### config.mk
export PLATFORM = sky130hd
export DESIGN_NAME = tdm_demux
export DESIGN_NICKNAME = d
export VERILOG_FILES = /design/src/rtl/tdm_pkg.sv /design/src/rtl/tdm_demux_slot_counter.sv /design/src/rtl/tdm_demux.sv
export SDC_FILE = /design/constraint.sdc
export NUM_CORES = 1
export LEC_CHECK = 0
export CAP_MARGIN = 20
export CORE_UTILIZATION = 49
export CTS_BUF_LIST = sky130_fd_sc_hd__clkbuf_16
export CTS_CLUSTER_DIAMETER = 30
export DETAILED_ROUTE_END_ITERATION = 16
export HOLD_SLACK_MARGIN = 0.06
export PLACE_DENSITY_LB_ADDON = 0.2
export REMOVE_ABC_BUFFERS = 1
export SLEW_MARGIN = 20
export SYNTH_ARGS = -nofsm -noshare
export SYNTH_HDL_FRONTEND = slang
export SYNTH_SLANG_ARGS = --single-unit
### constraint.sdc
create_clock -name clk -period 2.8 [get_ports clk]
set_clock_uncertainty 0.05 [all_clocks]
set_input_delay 0.42 -clock clk [delete_from_list [all_inputs] [get_ports clk]]
set_output_delay 0.42 -clock clk [all_outputs]
set_load 0.01 [all_outputs]
### src/rtl/tdm_pkg.sv
// Shared types and helpers for the TDM demultiplexer slice.
package tdm_pkg;

  typedef enum logic {
    IDLE = 1'b0,
    RUN  = 1'b1
  } tdm_state_t;

  // $clog2 with a floor of 1 so a 1-bit index still exists for tiny N.
  function automatic int sel_w(input int n);
    return (n <= 2) ? 1 : $clog2(n);
  endfunction

endpackage

### src/rtl/tdm_demux_slot_counter.sv
// Slot index counter: 0..N-1 with explicit wrap, so non-power-of-2 N works.
module slot_counter
  import tdm_pkg::*;
#(
  parameter int N     = 8,
  parameter int SEL_W = sel_w(N)
) (
  input  logic             clk,
  input  logic             rst_n,
  input  logic             clr,
  input  logic             load1,
  input  logic             inc,
  output logic [SEL_W-1:0] sel,
  output logic             last
);

  assign last = (sel == SEL_W'(N-1));

  always_ff @(posedge clk or negedge rst_n) begin
    if (!rst_n)     sel <= '0;
    else if (clr)   sel <= '0;
    else if (load1) sel <= SEL_W'(1);
    else if (inc)   sel <= last ? '0 : sel + SEL_W'(1);
  end

endmodule

### src/rtl/tdm_demux.sv
// Serial-to-parallel TDM receiver: one bit per valid beat into slot sel,
// completed frame presented on out with a one-cycle out_valid pulse.
module tdm_demux
  import tdm_pkg::*;
#(
  parameter int N     = 8,
  parameter int SEL_W = sel_w(N)
) (
  input  logic             clk,
  input  logic             rst_n,
  input  logic             din,
  input  logic             din_valid,
  input  logic             sof,
  output logic [N-1:0]     out,
  output logic             out_valid,
  output logic [SEL_W-1:0] sel,
  output logic             frame_err
);

  tdm_state_t state;
  logic [N-1:0] shreg;
  logic         last;
  logic         clr, load1, inc;

  always_comb begin
    load1 = din_valid & sof;
    clr   = (state == RUN) & din_valid & ~sof & last;
    inc   = (state == RUN) & din_valid & ~sof & ~last;
  end

  slot_counter #(.N(N), .SEL_W(SEL_W)) u_cnt (
    .clk   (clk),
    .rst_n (rst_n),
    .clr   (clr),
    .load1 (load1),
    .inc   (inc),
    .sel   (sel),
    .last  (last)
  );

  always_ff @(posedge clk or negedge rst_n) begin
    if (!rst_n) begin
      state     <= IDLE;
      shreg     <= '0;
      out       <= '0;
      out_valid <= 1'b0;
      frame_err <= 1'b0;
    end else begin
      out_valid <= 1'b0;
      frame_err <= 1'b0;
      if (din_valid) begin
        case (state)
          IDLE: begin
            // Beats without sof are dropped until a frame start is seen.
            if (sof) begin
              shreg[0] <= din;
              state    <= RUN;
            end
          end
          RUN: begin
            if (sof) begin
              frame_err <= 1'b1;
              shreg[0]  <= din;
            end else if (last) begin
              out       <= {din, shreg[N-2:0]};
              out_valid <= 1'b1;
              state     <= IDLE;
            end else begin
              shreg[sel] <= din;
            end
          end
          default: state <= IDLE;
        endcase
      end
    end
  end

endmodule
==> results of run 1 <==
-- state kept, by name, indices dropped and copies added (netlist names) --
signal / count
frame_err: 1
u_cnt.sel: 3
state: 1
out: 8
out_valid: 1
shreg: 7
-- layout make-up --
cell class / count / area [um2]
Fill cell: 145 / 557
Sequential cell: 21 / 526
Multi-Input combinational cell: 48 / 389
Timing Repair Buffer: 17 / 170
Clock buffer: 3 / 75.1
Tap cell: 25 / 31.3
Inverter: 3 / 11.3
Clock inverter: 1 / 5.00
-- layer usage --
metal,routed length [um],up-vias
met5,0,-
met3,56,2
met1,838,325
met2,801,16
li1,-,313
met4,27,0
-- kinds of logic after synthesis --
| kind of cell | share of synthesized area, % |
|---|---|
| mux | 17.9 |
| flops | 55.7 |
| simple gates | 14.7 |
| buf+inv | 3.05 |
| compound gates | 4.64 |
| fa+ha+maj | 3.98 |
-- cell usage in the layout, fill, tap and decap left out, types with 2 or more instances in the layout --
cell type	netlist	layout
ha_1	3	3
clkdlybuf4s50_1	0	17
mux2_2	14	14
nor4b_1	3	3
nand4_1	2	2
a31oi_1	2	2
nor2b_1	3	3
dfrtp_1	21	21
inv_1	3	3
nand2_1	5	5
nor2_1	2	2
o22ai_1	2	2
clkbuf_16	0	3
-- power by group --
group	switching (mW)	total (mW)	internal, mW
clock	0.109	0.301	0.192
sequential	0.0538	0.431	0.377
combinational	0.0842	0.217	0.133
-- worst register-to-register path: stages (launching register included) --
cell and delay [ns]:
dfrtp_1 0.47, ha_1 0.26, ha_1 0.23, or4_1 0.52, o21ai_1 0.18, mux2_1 0.34
-- how the worst min path moves through the flow --
stage / startpoint / endpoint / slack (ns) / depth (start not counted)
finish: shreg[0] / shreg[0] / 0.45 / 1
global route: out[6] / out[6] / 0.46 / 1
CTS: shreg[0] / shreg[0] / 0.46 / 1
detailed placement: shreg[0] / shreg[0] / 0.44 / 1
global placement: shreg[0] / shreg[0] / 0.42 / 1
floorplan: rst_n / frame_err / 0.07 / 0
==> impl_metrics.csv, run 1 <==
group,metric,value,unit
logic_synthesis,synth_top_cell_by_area,"dfrtp_1",
critical_path,r2r_start,"u_cnt.sel[1]",
die,ios,18,
critical_path,timing.rr.end,"shreg[0]",
logic_synthesis,post_synth_num_cell_types,26,
clock_network,tritoncts_num_sinks,21,
route,drtPass1Iterations,4,
place,placed_area,0.00113,mm2
critical_path,cp_num_cells,5,
cells_and_area,fin_cells,118,
die,die-width,45.9,um
timing,tightest_slew,0.912,ns
critical_path,critPathMostFrequentCell,"ha_1",
timing,min_period_over_period,77.3,%
route,ant_nets,0,
critical_path,critical_path_start_type,"flop",
place,detailedPlacementHpwl,1.17,mm
clock_network,max-clock-path-buffers,2,
cells_and_area,final_util,68.4,%
logic_synthesis,post_synth_inst_count,75,
clock_network,holdBufCountCts,0,
die,floorplan.initialDensity,53.5,%
critical_path,timing.critical_path.max_delay_family,"simple AND/OR/NAND/NOR gates",
timing,hold_viol_final,0,
timing,final.setup.tns,0,ns
critical_path,critical_path.endpoint,"shreg[0]",
timing,max-slew-margin-rel,39.0,%
power_and_ir_drop,peakVddDrop,0.000509,V
min_path,min_path_type,"flop to flop",
global_routing,global_route.peak_usage_layer,"met2",
timing,timing_max_transition_violations_final,0,
power_and_ir_drop,power,0.949,mW
route,detail_route.wirelength,1.72,mm
critical_path,timing.critical_path.cells,"ha_1 -> ha_1 -> or4_1 -> o21ai_1 -> mux2_1",
global_routing,initial_antenna_violation_count,0,
clock_network,source_to_sink_clock_delay_at_the_later_pin_of_the_worst_skew_pair,0.25,ns
critical_path,setup.worst_path.class,"flop to flop",
clock_network,cts_buffers,3,
clock_network,post_cts_setup_buffer_count,0,
logic_synthesis,most_numerous_cell_in_the_yosys_netlist,"dfrtp_1",
critical_path,critPathRequiredTime,2.89,ns
timing,setup-violations-final,0,
critical_path,worst_path_max_delay_cell,"or4_1",
critical_path,regToRegSetupSlack,0.64,ns
job,max-cap-violations,0,
place,port-buffer-count,17,
global_routing,use_met1,25.1,%
global_routing,grt_start_max_net_pins,22,
global_routing,groute.usage.overall,19.1,%
logic_synthesis,synth_sequential_area_ratio,55.7,%
cells_and_area,final_cell_area,0.00121,mm2
cells_and_area,final_layout_size_suffix_gt1_share,20.4,%
timing,whs,0.449,ns
critical_path,worst_setup_path_startpoint,"u_cnt.sel[1]",
timing,rsz0062_at_grt,"false",
route,detail_route.vias_per_cell,5.56,
critical_path,timing.critical_path.slowest_cell_delay,0.52,ns
cells_and_area,num_antenna_cells,0,
clock_network,htreeDepth,1,
power_and_ir_drop,p_per_area,786,mW/mm2
die,fp.coreArea,0.00176,mm2
die,die_area,0.00210,mm2
timing,achievable-frequency,462,MHz
clock_network,clk_pin_slew_worst_paths,0.06,ns
global_routing,grt_use_met3,3.57,%
die,placementRows,15,
logic_synthesis,synth_flop_cell,"dfrtp_1",
logic_synthesis,synthesis.area_per_instance,12.6,um2
outcome,outcome,"finished, final reports clean",
logic_synthesis,async_flop_share,100,%
logic_synthesis,flip_flop_and_latch_count_after_synthesis,21,
timing,timing.final.crit_period,2.16,ns
global_routing,grt_pass1_wl,2.75,mm
route,drc_errors_left,0,
route,num_vias,656,
die,floorplan.die.height,45.9,um
critical_path,worst_path_arrival_time,2.25,ns
power_and_ir_drop,static_leakage,0.557,nW
clock_network,cts_tree,"built",
logic_synthesis,yosys.area.top_type_share,55.7,%
route,routedWlPerCell,14.6,um
logic_synthesis,ys.warnings.count,0,
critical_path,critical_path_fanout_max,8,
critical_path,crit_path_end_kind,"flop",
clock_network,clock-root-buffer,"clkbuf_16",
global_routing,vias_in_the_first_global_route,605,
global_routing,grt_util_met2,29.3,%
logic_synthesis,yosys-top-cells-count,"dfrtp_1, mux2_2, nand2_1",
critical_path,timing.reg2reg.worst_path_depth,5,
place,dpl_worst_slack,0.654,ns
cells_and_area,synthToLayoutAreaGrowth,28.0,%
route,drc_violation_total_after_the_first_tritonroute_iteration,7,
logic_synthesis,netlist_top_cells_area,"dfrtp_1, mux2_2, ha_1, nor4b_1, nand2_1",
timing,layout_setup_ws,0.637,ns
place,routabilityCongestion,0.851,
critical_path,timing.critical_path.buf_inv,0,
clock_network,cts_repair_resize_count,0,
logic_synthesis,synth.cell_area,943,um2
global_routing,globalRouteOverflowTotal,0,
place,post-place-cells,114,
cells_and_area,final_nets,102,
logic_synthesis,synth_enable_flop_cells,0,
Power figures use the tool's default switching activity.
==> run 2: changes to the inputs <==
Clock period 2.8 ns to 2.1 ns, I/O delays scaled along.
==> run 2 against run 1 <==
  * Utilization is 2.1 points higher
  * Power increased by 35%
  * Sequential share of layout area down 1.3 points
  * Clock-buffer cell count is the same
  * Wire length shrank 2.3%
==> impl_metrics.csv, run 2 (synthesis gave the netlist of run 1 again) <==
group,metric,value,unit
timing,final.setup.tns,0,ns
critical_path,critical_path_start_type,"flop",
global_routing,initial_antenna_violation_count,0,
route,detail_route.wirelength,1.68,mm
timing,achievable-frequency,508,MHz
clock_network,source_to_sink_clock_delay_at_the_later_pin_of_the_worst_skew_pair,0.25,ns
route,detail_route.vias_per_cell,5.51,
cells_and_area,final_layout_size_suffix_gt1_share,24.5,%
timing,layout_setup_ws,0.130,ns
critical_path,crit_path_end_kind,"flop",
cells_and_area,reg_top3,"out: 8 flops, shreg: 7 flops, u_cnt.sel: 3 flops",
timing,max-slew-margin-rel,75.7,%
critical_path,setup.worst_path.class,"flop to flop",
route,num_vias,678,
timing,hold_viol_final,0,
place,port-buffer-count,17,
die,ios,18,
min_path,min_path_type,"input pin to async pin",
clock_network,cts_buffers,3,
die,floorplan.initialDensity,53.5,%
critical_path,critical_path_fanout_max,2,
power_and_ir_drop,switching_power_share_of_the_total,25.6,%
power_and_ir_drop,power.sequential.fraction,43.2,%
cells_and_area,most-common-layout-cells,"dfrtp_1, clkdlybuf4s50_1, mux2_2",
power_and_ir_drop,combinationalPowerShare,25.7,%
power_and_ir_drop,p_int,0.952,mW
clock_network,clk_pin_slew_worst_paths,0.06,ns
global_routing,groute.usage.overall,19.5,%
die,die-width,45.9,um
place,detailedPlacementHpwl,1.09,mm
critical_path,timing.critical_path.cells,"ha_1 -> ha_1 -> or4_1 -> o21ai_1 -> mux2_1",
cells_and_area,synthToLayoutAreaGrowth,32.0,%
clock_network,holdBufCountCts,0,
outcome,outcome,"finished, final reports clean",
timing,timing.final.crit_period,1.97,ns
critical_path,worst_path_arrival_time,2.06,ns
place,dpl_worst_slack,0.0776,ns
global_routing,grt_pass1_wl,2.81,mm
cells_and_area,regMostFlops,"out",
global_routing,grt_start_max_net_pins,22,
clock_network,max-clock-path-buffers,2,
power_and_ir_drop,net-switching-power,0.327,mW
die,fp.coreArea,0.00176,mm2
cells_and_area,final_nets,107,
clock_network,cts_tree,"built",
power_and_ir_drop,static_leakage,0.583,nW
cells_and_area,num_antenna_cells,0,
cells_and_area,mostFrequentLayoutCell,"dfrtp_1",
route,ant_nets,0,
clock_network,tritoncts_num_sinks,21,
critical_path,worst_path_max_delay_cell,"or4_1",
route,drc_violation_total_after_the_first_tritonroute_iteration,27,
route,drtPass1Iterations,4,
power_and_ir_drop,p_per_area,1030,mW/mm2
job,max-cap-violations,0,
timing,timing_max_transition_violations_final,0,
global_routing,vias_in_the_first_global_route,637,
clock_network,htreeDepth,1,
clock_network,post_cts_setup_buffer_count,0,
place,routabilityCongestion,0.826,
timing,rsz0062_at_grt,"false",
global_routing,globalRouteOverflowTotal,0,
critical_path,timing.critical_path.slowest_cell_delay,0.52,ns
power_and_ir_drop,peakVddDrop,0.000662,V
die,placementRows,15,
power_and_ir_drop,share_clk_of_total_power,31.1,%
critical_path,critPathRequiredTime,2.19,ns
die,floorplan.die.height,45.9,um
cells_and_area,largest_register_ff_count,8,
die,die_area,0.00210,mm2
route,drc_errors_left,0,
route,routedWlPerCell,13.7,um
timing,min_period_over_period,93.8,%
clock_network,clock-root-buffer,"clkbuf_16",
critical_path,critPathMostFrequentCell,"ha_1",
timing,tightest_slew,0.361,ns
clock_network,cts_repair_resize_count,0,
timing,setup-violations-final,0,
run 2: final timing paths:
path / start / to / slack (ns) / depth (start not counted)
worst max-delay path: u_cnt.sel[1] / shreg[0] / 0.13 / 5
worst min-delay path: rst_n / out_valid / 0.36 / 2
worst max register to register: u_cnt.sel[1] / shreg[0] / 0.13 / 5
worst min register to register: shreg[0] / shreg[0] / 0.44 / 1
max in group asynchronous: rst_n / u_cnt.sel[1] / 1.42 / 2
min in group clk: shreg[0] / shreg[0] / 0.44 / 1
run 2: power by group through the flow:
stage                     clock [mW]  sequential, mW  combinational, mW
after floorplan                    0           0.586              0.138
after global placement             0           0.556              0.321
after detailed placement           0           0.558              0.327
after CTS                      0.401           0.553              0.330
after global routing           0.422           0.567              0.361
final                          0.398           0.553              0.329
run 2: critical path: cells and delay by family (launching register included):
family          cells  cell delay, ns
compound gates      1            0.16
fa+ha+maj           2            0.41
flops               1            0.40
mux                 1            0.33
simple gates        1            0.52
run 2: layout make-up:
type	instances	area, um2
fill	139	519
inverter	3	11.3
sequential	21	526
clock buffer	3	75.1
multi-input combinational	48	389
timing repair buffer	22	208
tap	25	31.3
clock inverter	1	5.00
run 2: per-stage QoR:
| step | area [um2] | total power [mW] | cells | utilization, % | hold slack (ns) |
|---|---|---|---|---|---|
| 2_1_floorplan | 926 | 0.723 | 72 | - | -0.0306 |
| 3_3_place_gp | 1160 | 0.877 | 119 | 66.0 | 0.415 |
| 3_5_place_dp | 1160 | 0.885 | 119 | 66.0 | 0.422 |
| 4_1_cts | 1240 | 1.28 | 123 | 70.6 | 0.375 |
| 5_1_grt | 1240 | 1.35 | 123 | 70.6 | 0.390 |
| 6_report | 1240 | 1.28 | 123 | 70.6 | 0.362 |
run 2: per-layer routing:
layer	part of all wire [%]	wire (um)	global-route usage (%)	vias to the layer above
li1	-	-	-	316
met1	44	744	25.7	329
met2	47	793	29.3	27
met3	6.2	105	3.57	6
met4	2.4	40	12.4	0
met5	0	0	0	-
